`src/rtl/vanilla_scoreboard_tracker_pkg.sv`:
```
// vanilla_scoreboard_tracker_pkg: scoreboard info types plus retire-monitor state and error types
package vanilla_scoreboard_tracker_pkg;
  localparam int RV32_reg_els_gp = 32;
  typedef struct packed {
    logic remote_dram_load;
    logic remote_global_load;
    logic remote_group_load;
    logic idiv;
  } vanilla_isb_info_s;
  typedef struct packed {
    logic remote_dram_load;
    logic remote_global_load;
    logic remote_group_load;
    logic fdiv_fsqrt;
  } vanilla_fsb_info_s;
  typedef enum logic [0:0] {SB_RETIRE_IDLE, SB_RETIRE_PENDING} sb_retire_state_e;
  typedef struct packed {
    logic spurious;
    logic multi;
    logic timeout;
  } sb_retire_err_s;
endpackage

```
`src/rtl/vanilla_sb_retire_entry.sv`:
```
// vanilla_sb_retire_entry: per-register pending FSM with saturating issue-to-retire latency counter
module vanilla_sb_retire_entry
  import vanilla_scoreboard_tracker_pkg::*;
#(
  parameter int lat_width_p = 16,
  parameter int timeout_p = 10000
) (
  input  logic                   clk_i,
  input  logic                   reset_n_i,
  input  logic                   pending_i,
  input  logic                   clear_i,
  output logic                   retire_o,
  output logic [lat_width_p-1:0] lat_o,
  output logic                   spurious_o,
  output logic                   timeout_o
);
  sb_retire_state_e state_r;
  logic [lat_width_p-1:0] lat_r;
  logic pend;
  assign pend = state_r == SB_RETIRE_PENDING;
  assign lat_o = &lat_r ? lat_r : lat_r + 1'b1;
  assign retire_o = pend && clear_i;
  assign spurious_o = !pend && clear_i;
  assign timeout_o = pend && lat_r == lat_width_p'(timeout_p);
  always_ff @(posedge clk_i or negedge reset_n_i)
    if (!reset_n_i) begin
      state_r <= SB_RETIRE_IDLE;
      lat_r <= '0;
    end else begin
      state_r <= pend ? (clear_i ? SB_RETIRE_IDLE : SB_RETIRE_PENDING)
                      : (pending_i && !clear_i ? SB_RETIRE_PENDING : SB_RETIRE_IDLE);
      lat_r <= pend ? lat_o : '0;
    end
endmodule

```
`src/rtl/vanilla_scoreboard_retire_monitor.sv`:
```
// vanilla_scoreboard_retire_monitor: retire latency/count monitor with sticky protocol error flags.
// Define VANILLA_SB_RETIRE_MONITOR_DISPLAY_EN to print every retire and each error's first assertion.
module vanilla_scoreboard_retire_monitor
  import vanilla_scoreboard_tracker_pkg::*;
#(
  parameter int reg_els_p = RV32_reg_els_gp,
  parameter int reg_addr_width_lp = (reg_els_p > 1) ? $clog2(reg_els_p) : 1,
  parameter int lat_width_p = 16,
  parameter int cnt_width_p = 32,
  parameter int timeout_p = 10000
) (
  input  logic                         clk_i,
  input  logic                         reset_n_i,
  input  vanilla_isb_info_s            int_sb_i [reg_els_p],
  input  vanilla_fsb_info_s            float_sb_i [reg_els_p],
  input  logic                         int_sb_clear_i,
  input  logic [reg_addr_width_lp-1:0] int_sb_clear_id_i,
  input  logic                         float_sb_clear_i,
  input  logic [reg_addr_width_lp-1:0] float_sb_clear_id_i,
  output logic [cnt_width_p-1:0]       int_retired_o,
  output logic [cnt_width_p-1:0]       float_retired_o,
  output logic [cnt_width_p-1:0]       lat_sum_o,
  output logic [lat_width_p-1:0]       int_lat_max_o,
  output logic [lat_width_p-1:0]       float_lat_max_o,
  output sb_retire_err_s               err_o,
  output logic [reg_addr_width_lp-1:0] err_reg_o,
  output logic                         err_float_o
);
  logic [1:0][reg_els_p-1:0] pend, clr, ret, spur_raw, spur, mul, tmo, e;
  logic [lat_width_p-1:0] lat [2][reg_els_p];
  logic int_ret, float_ret, first_float;
  logic [lat_width_p-1:0] int_lat, float_lat;
  logic [reg_addr_width_lp-1:0] first_reg;
  sb_retire_err_s new_err;
  for (genvar r = 0; r < reg_els_p; r++) begin : g_reg
    assign pend[0][r] = |int_sb_i[r];
    assign pend[1][r] = |float_sb_i[r];
    assign mul[0][r] = $countones(int_sb_i[r]) > 1;
    assign mul[1][r] = $countones(float_sb_i[r]) > 1;
    assign clr[0][r] = int_sb_clear_i && int_sb_clear_id_i == reg_addr_width_lp'(r);
    assign clr[1][r] = float_sb_clear_i && float_sb_clear_id_i == reg_addr_width_lp'(r);
  end
  for (genvar f = 0; f < 2; f++) begin : g_file
    for (genvar r = 0; r < reg_els_p; r++) begin : g_reg
      vanilla_sb_retire_entry #(.lat_width_p(lat_width_p), .timeout_p(timeout_p)) entry (
        .clk_i(clk_i),
        .reset_n_i(reset_n_i),
        .pending_i(pend[f][r]),
        .clear_i(clr[f][r]),
        .retire_o(ret[f][r]),
        .lat_o(lat[f][r]),
        .spurious_o(spur_raw[f][r]),
        .timeout_o(tmo[f][r])
      );
      // x0 writes are discarded by the core, so clearing it while idle is legal
      assign spur[f][r] = spur_raw[f][r] && (f != 0 || r != 0);
    end
  end
  assign e = spur | mul | tmo;
  assign new_err = '{spurious: |spur, multi: |mul, timeout: |tmo};
  assign int_ret = |ret[0];
  assign float_ret = |ret[1];
  assign int_lat = int_ret ? lat[0][int_sb_clear_id_i] : '0;
  assign float_lat = float_ret ? lat[1][float_sb_clear_id_i] : '0;
  // descending scan so the last hit is the int file, lowest register
  always_comb begin
    first_reg = '0;
    first_float = 1'b0;
    for (int f = 1; f >= 0; f--)
      for (int r = reg_els_p - 1; r >= 0; r--)
        if (e[f][r]) begin
          first_reg = reg_addr_width_lp'(r);
          first_float = f[0];
        end
  end
  always_ff @(posedge clk_i or negedge reset_n_i)
    if (!reset_n_i) begin
      int_retired_o <= '0;
      float_retired_o <= '0;
      lat_sum_o <= '0;
      int_lat_max_o <= '0;
      float_lat_max_o <= '0;
      err_o <= '0;
      err_reg_o <= '0;
      err_float_o <= 1'b0;
    end else begin
      int_retired_o <= int_retired_o + cnt_width_p'(int_ret);
      float_retired_o <= float_retired_o + cnt_width_p'(float_ret);
      lat_sum_o <= lat_sum_o + cnt_width_p'(int_lat) + cnt_width_p'(float_lat);
      int_lat_max_o <= int_lat > int_lat_max_o ? int_lat : int_lat_max_o;
      float_lat_max_o <= float_lat > float_lat_max_o ? float_lat : float_lat_max_o;
      err_o <= err_o | new_err;
      if (err_o == '0 && |e) begin
        err_reg_o <= first_reg;
        err_float_o <= first_float;
      end
    end
`ifdef VANILLA_SB_RETIRE_MONITOR_DISPLAY_EN
  always @(posedge clk_i)
    if (reset_n_i) begin
      if (int_ret) $display("[%m] retire int x%0d lat=%0d t=%0t", int_sb_clear_id_i, int_lat, $time);
      if (float_ret) $display("[%m] retire float f%0d lat=%0d t=%0t", float_sb_clear_id_i, float_lat, $time);
      if (new_err.spurious && !err_o.spurious) $display("[%m] error spurious clear t=%0t", $time);
      if (new_err.multi && !err_o.multi) $display("[%m] error multi-class pending t=%0t", $time);
      if (new_err.timeout && !err_o.timeout) $display("[%m] error pending timeout t=%0t", $time);
    end
`else
`endif
endmodule

```
`config.mk`:
```
export PLATFORM = sky130hd
export DESIGN_NAME = vanilla_scoreboard_retire_monitor
export DESIGN_NICKNAME = d
export VERILOG_FILES = /design/src/rtl/vanilla_scoreboard_tracker_pkg.sv /design/src/rtl/vanilla_sb_retire_entry.sv /design/src/rtl/vanilla_scoreboard_retire_monitor.sv
export SDC_FILE = /design/constraint.sdc
export NUM_CORES = 2
export LEC_CHECK = 0
export ABC_CLOCK_PERIOD_IN_PS = 8300
export BUFFER_PORTS_ARGS = -buffer_cell sky130_fd_sc_hd__buf_2
export CORE_MARGIN = 5
export CORE_UTILIZATION = 40
export CTS_CLUSTER_DIAMETER = 30
export CTS_CLUSTER_SIZE = 12
export DETAILED_ROUTE_END_ITERATION = 6
export GPL_TIMING_DRIVEN = 0
export MAX_ROUTING_LAYER = met4
export PLACE_DENSITY = 0.53
export REMOVE_ABC_BUFFERS = 1
export SETUP_SLACK_MARGIN = 0.05
export SYNTH_ARGS = -nofsm -noshare
export SYNTH_HDL_FRONTEND = slang
export SYNTH_SLANG_ARGS = --single-unit
```
`constraint.sdc`:
```
create_clock -name clk_i -period 8.3 [get_ports clk_i]
set_input_delay 1.245 -clock clk_i [delete_from_list [all_inputs] [get_ports clk_i]]
set_output_delay 1.245 -clock clk_i [all_outputs]
set_load 0.02 [all_outputs]
```
; ---- Yosys cells after proc, flatten, opt, wreduce, memory -nomap -nowiden
; Index checks and enable logic that the tools add are counted.
[totals]
register_bits = 1225
out_inout_bits = 137
[classes]
add_sub_neg = 260
order_cmp = 68
eq_ne = 126
n_mux = 456
bitwise_logic = 5
reduce_logical = 584
[ops]
columns = op, count
row1 = $mux W16, 134
row2 = $add A16 B1 Y16 const B, 64
row3 = $eq A16 B14 Y1 const B, 64
row4 = $reduce_and A16 Y1, 64
row5 = $logic_and A1 B1 Y1, 320
row6 = $mux W5, 64
row7 = $add A1 B1 Y2, 128
row8 = $mux W1, 256
row9 = $reduce_or A4 Y1, 64
row10 = $add A2 B2 Y3, 64
row11 = $gt A3 B1 Y1 const B, 64
row12 = $reduce_or A64 Y1, 3
row13 = $bmux W16 S5, 2
row14 = $eq A5 B5 Y1 const B, 32
row15 = $or A64 B64 Y64, 2
row16 = $logic_not A1 Y1, 127
row17 = $eq A5 B4 Y1 const B, 16
row18 = $add A32 B1 Y32, 2
row19 = $add A32 B16 Y32, 2
row20 = $reduce_or A32 Y1, 2
row21 = $reduce_or A63 Y1, 1
row22 = $eq A5 B3 Y1 const B, 8
row23 = $gt A16 B16 Y1, 2
row24 = $eq A5 B2 Y1 const B, 4
row25 = other kinds (6), 10

; ---- Logic depth before layout (Yosys ltp)
[logic_depth]
depth_word = 69
depth_mapped = 27
mapped_depth_nobuf = 25

; ---- Cells and area by module
; Synthesis repeated with hierarchy kept, for this count alone.
[unflattened]
hier_cells = 9794
area_unflattened_um2 = 94433.1
[modules_own_cells]
columns = module, n_inst, cells_per_inst, area_each_um2, seq_area_each_um2
row1 = vanilla_sb_retire_entry (g_file[0].g_reg[0].entry ...), 63, 121, 1141.1, 425.4
row2 = vanilla_scoreboard_retire_monitor, 1, 2046, 21415.5, 3428.3
row3 = vanilla_sb_retire_entry (g_file[1].g_reg[4].entry), 1, 125, 1128.6, 425.4

; ---- Worst setup path before layout
; OpenSTA, ideal clock, no wires.
[synth_timing]
path_type = in2reg
startpoint = input int_sb_clear_id_i[1]
endpoint = register lat_sum_o[21]
setup_time_ns = 0.133
arrival_time_ns = 6.001
t_required_ns = 8.167
setup_slack_ns = 2.166
cell_stages = 23
cell_sequence = buf_2 buf_2 buf_2 buf_1 clkbuf_1 buf_1 mux4_2 o221ai_1 and2_1 fa_1 ha_1 inv_1 fa_1 nor2b_1 o21ai_0 a21boi_0 o21ai_0 a21oi_1 a211oi_1 nor3_1 o31ai_1 a21oi_1 xor2_1
[synth_via]
elab_chain_cells = 7
[synth_lines]
columns = element, line_no
row1 = start: declaration, vanilla_scoreboard_retire_monitor.sv:17  ; input logic [reg_addr_width_lp-1:0] int_sb_clear_id_i,
row2 = $not A5 Y6 (not written as such) (tied with other cells), vanilla_scoreboard_retire_monitor.sv:63  ; assign int_lat = int_ret ? lat[0][int_sb_clear_id_i] : '0;
row3 = $bmux W16 S5 / $logic_and A1 B1 Y1 (equally long branches), "vanilla_scoreboard_retire_monitor.sv:63, vanilla_scoreboard_retire_monitor.sv:40"
row4 = $mux W16 (not written as such) / $logic_and A1 B1 Y1 (equally long branches), "vanilla_scoreboard_retire_monitor.sv:63, vanilla_sb_retire_entry.sv:22"
row5 = $mux W16 (not written as such) / $reduce_or A32 Y1 (equally long branches), "vanilla_scoreboard_retire_monitor.sv:63, vanilla_scoreboard_retire_monitor.sv:61"
row6 = $mux W16 (*), vanilla_scoreboard_retire_monitor.sv:63
row7 = named net int_lat[1], vanilla_scoreboard_retire_monitor.sv:32  ; logic [lat_width_p-1:0] int_lat, float_lat;
row8 = $add A32 B16 Y32 (*) (2 in a row), vanilla_scoreboard_retire_monitor.sv:89  ; lat_sum_o <= lat_sum_o + cnt_width_p'(int_lat) + cnt_width_p'(float_lat);
row9 = end signal: assignment, vanilla_scoreboard_retire_monitor.sv:89
row10 = end: declaration, vanilla_scoreboard_retire_monitor.sv:22  ; output logic [cnt_width_p-1:0] lat_sum_o,
; The timed path passes the listed nets; every way through them passes the cells marked *. The select of a mux whose other input is x is not followed.
; A chain may end at the register's enable or synchronous reset.

; ---- Worst setup path after layout
[layout_timing]
startpoint = input float_sb_clear_id_i[1]
endpoint = register lat_sum_o[23]
[layout_via]
elab_chain_cells = 6
[layout_lines]
columns = element, line_no
row1 = start: declaration, vanilla_scoreboard_retire_monitor.sv:19  ; input logic [reg_addr_width_lp-1:0] float_sb_clear_id_i,
row2 = $not A5 Y6 (not written as such) (tied with other cells), vanilla_scoreboard_retire_monitor.sv:64  ; assign float_lat = float_ret ? lat[1][float_sb_clear_id_i] : '0;
row3 = $bmux W16 S5 / $logic_and A1 B1 Y1 (equally long branches), "vanilla_scoreboard_retire_monitor.sv:64, vanilla_scoreboard_retire_monitor.sv:41"
row4 = $mux W16 (not written as such) / $logic_and A1 B1 Y1 (equally long branches), "vanilla_scoreboard_retire_monitor.sv:64, vanilla_sb_retire_entry.sv:22"
row5 = $mux W16 (not written as such) / $reduce_or A32 Y1 (equally long branches), "vanilla_scoreboard_retire_monitor.sv:64, vanilla_scoreboard_retire_monitor.sv:62"
row6 = $mux W16 (*), vanilla_scoreboard_retire_monitor.sv:64
row7 = named net float_lat[11], vanilla_scoreboard_retire_monitor.sv:32
row8 = $add A32 B16 Y32 (*), vanilla_scoreboard_retire_monitor.sv:89
; Marks and branches as above.

==> impl_results.md <==
- Outcome: finished with violations
- Failing checks: max-capacitance violations, max-slew violations, negative setup slack
- CP Data Required Time: 9110 ps
- 1st-pass router iterations: 7
- Static Leak: 44.51 nW
- Achievable Freq: 119.8 MHz
- Max-Cap Viols: 5
- DIE HEIGHT: 459.6 microns
- Clk pwr share: 0.476
- DRC errors left: 0
- Post-Synthesis Cells: 9196
- Peak VDD IR: 0.2425 mV
- Seq pwr share: 0.276
- Crit-path cells: buf_4 -> buf_16 -> nand2_1 -> nor2_2 -> a222oi_1 -> and3_1 -> o22ai_1 -> a21oi_4 -> a2111oi_0 -> nand4_1 -> o21ai_1 -> fa_1 -> ha_1 -> or3_1 -> a211oi_1 -> nor3_1 -> o31ai_1 -> a21oi_1 -> xor2_1
- Final period util: 1.006
- Top cell type's share of synthesized area: 0.3790
- Vias: 77920
- Combinational share of power: 0.249
- Total Wirelength: 372.7 mm
- Row count: 165
- Crit path time final: 8349 ps
- Post-synth ARST share: 1.000
- Fin. Hold Viols: 0
- Ys flop type: dfrtp_1
- Hold-fix buffers, CTS: 0
- Post-DRT Antenna Nets: 0
- Initial antenna violation count: 20
- Post-DP HPWL: 285.7 mm
- Die width: 459.6 microns
- Final Max Slew Viols: 15
- Post-route design area: 0.09993 sq mm
- Largest stage delay, worst path: 1020 ps
- Via-per-instance ratio: 6.109
- Initial Util: 0.4010
- RSZ-0062 raised after global routing: false
- Setup ws final: -48.74 ps
- Crit path kind: in -> reg
- WP buf/inv: 2
- Mapped cell area: 0.08087 sq mm
- Initial DRC Count: 8523
- Ys Warns: 0
- Commonest non-fill, non-tap cell in the layout: dfrtp_1
- CP Capture Type: register
- Worst path top cell family by delay: compound AO/OA/AOI/OAI gates
- Startpoint types: input pin
- WP data arrival: 9150 ps
- Number of synthesized flops with an enable pin: 0
- Layout area overhead: 23.57%
- Vias in the first global route: 75190
- Post-synthesis sequential area ratio: 0.3790
- Clk sinks: 1225
- Global-route wire length before repair: 532.1 mm
- Final #Nets: 10360
- Switch Pwr: 10.80 mW
- GPL Wtd Cong: 1.056
- Placeable Area: 0.2017 sq mm
- Clock-pin slew on the worst setup and hold paths: 40 ps
- Internal: 20.62 mW
- Clk Latency, worst-skew pair: 940 ps
- Total track usage: 0.3530
- Full die area: 0.2113 sq mm
- Total grt overflow: 0
- Hold WS: 254.7 ps
- Pin count of the biggest net entering global routing: 148
- Port bufs: 406
- Slowest CP cell: nor2_2
- Most frequent cells in the layout: dfrtp_1 (1225), nor2_1 (1200), nand2_1 (660)
- FF+latch count, synth: 1225
- Final design utilization: 0.4955
- Clock Skew: 47.83 ps
- Worst R2R Setup Slack: 710 ps
- Worst-margin pin slew: 1668 ps
- Synth area leader: dfrtp_1
- Setup violations, final: 4
- Ranking of synthesized cells by area: dfrtp_1 (38%), nor2_1 (5.7%), xnor2_1 (4.7%)
- Worst-case clock buffer depth: 4
- Max H-tree Level: 5
- Max FO, Critical Path: 57
- Clock root cell: clkbuf_16
- Synthesized area per cell: 8.794 sq um
- Setup WS pre-CTS: -1377 ps
- Layout cells sized above 1: 0.1409
- Placement Cell Area: 0.08637 sq mm
- I/O pin total: 407
- Sw Ratio: 0.3437
- Routed WL per cell: 29.22 microns
- CTS tree: done
- Count of different cell masters after synthesis: 110
- TritonCTS buffer count: 391
- Power per cell area: 314.3 mW/mm^2
- Hold Crit Class: in -> async
- Relative max-transition margin: -0.1207
[worst reg2reg max path, stage by stage, from the launching register on]
cell and delay, ps:
dfrtp_1 390, ha_1 220, nand3_1 170, or3_1 490
or2_1 430, xnor2_1 520, o22ai_1 140, nor3_1 210
o21ai_0 190, nor3_1 810, a32oi_1 640, fa_1 560
inv_1 60, ha_1 150, inv_1 60, fa_1 410
nor2b_1 120, o21ai_0 90, a21boi_0 230, o21ai_0 140
a21oi_1 270, a211oi_1 150, nor3_1 430, nor2_1 160
o21ai_0 260, xor2_1 200
[final timing paths]
check,to,from,depth (start not counted)
worst max register to register,lat_sum_o[27],g_file[1].g_reg[26].entry.lat_r[1],25
worst min-delay path,g_file[0].g_reg[18].entry.lat_r[8],reset_n_i,1
max in group asynchronous,g_file[1].g_reg[7].entry.lat_r[14],reset_n_i,5
min in group clk_i,lat_sum_o[31],lat_sum_o[31],1
worst min register to register,lat_sum_o[31],lat_sum_o[31],1
worst max-delay path,lat_sum_o[23],float_sb_clear_id_i[1],19
[cell usage after synthesis (33+ instances only)]
master	number
inv_1	575
o211ai_1	88
mux4_2	42
mux2i_1	182
nor4_1	166
dfrtp_1	1225
a221oi_1	40
or3_1	59
buf_2	43
nand2_1	661
nand3b_1	59
o2111ai_1	39
nor2_1	1229
o21ai_0	273
nand4_1	270
a41oi_1	38
and3_1	211
nand3_1	436
nor4b_1	89
clkbuf_1	249
and4_1	104
ha_1	244
nor3_1	263
a21oi_1	330
xnor2_1	432
o22ai_1	73
a22oi_1	74
fa_1	81
a31oi_1	63
or4_1	33
xor2_1	312
nand2b_1	76
mux2_2	60
nor2b_1	53
a211oi_1	95
and2_1	323
[metal layers]
metal	vias to the layer above	GRT usage	routed length [microns]	part of all wire
met5	-	-	0	0
met4	0	0.2552	33290	0.089
met3	1187	0.08424	32340	0.087
met2	4032	0.5246	163900	0.44
met1	38500	0.4194	143200	0.38
li1	34200	-	-	-
[registers in the layout, indices dropped and copies added (netlist names)]
register and flops:
float_retired_o 32, err_o 3, g_file.g.entry.pend 64, float_lat_max_o 16, int_lat_max_o 16, err_reg_o 5, g_file.g.entry.lat_r 1024, lat_sum_o 32
int_retired_o 32, err_float_o 1
[per-stage QoR]
stage / power [mW] / std cells / setup TNS (ps)
6_report: 31.41 / 12760 / -150.4
3_5_place_dp: 16.26 / 12030 / -40200
3_3_place_gp: 16.09 / 11960 / -
5_1_grt: 32.67 / 12750 / 0
4_1_cts: 31.34 / 12720 / 0
2_1_floorplan: 13.16 / 8880 / 0
[cell type report]
cell class                 instances  area [sq um]
tap                             2672          3343
clock inverter                   165          2079
sequential                      1225         30650
inverter                         578          2178
clock buffer                     529         11230
fill                           19070        101800
multi-input combinational       7077         47090
antenna                           22         55.05
timing repair buffer             487          3299
[cell families after synthesis]
logic type,synth area share
XOR/XNOR,0.08057
AND/OR/NAND/NOR,0.2721
adder cells (fa/ha/maj),0.05780
flip-flops,0.3790
multiplexers,0.04272
buffers and inverters,0.04239
AO/OA/AOI/OAI,0.1254
[power by group through the flow]
stage / combinational [mW] / clock, mW / sequential (mW)
2_1_floorplan: 4.69 / 0 / 8.47
3_3_place_gp: 7.44 / 0 / 8.64
3_5_place_dp: 7.61 / 0 / 8.66
4_1_cts: 7.66 / 15.1 / 8.60
5_1_grt: 8.41 / 15.4 / 8.83
6_report: 7.81 / 14.9 / 8.66
[repair_timing]
item	CTS	global route
setup endpoints to repair	15	8
setup buffers	5	5
pin swaps	1	1
resized for setup	5	11
Note: power is estimated with default switching activity, not from simulation.
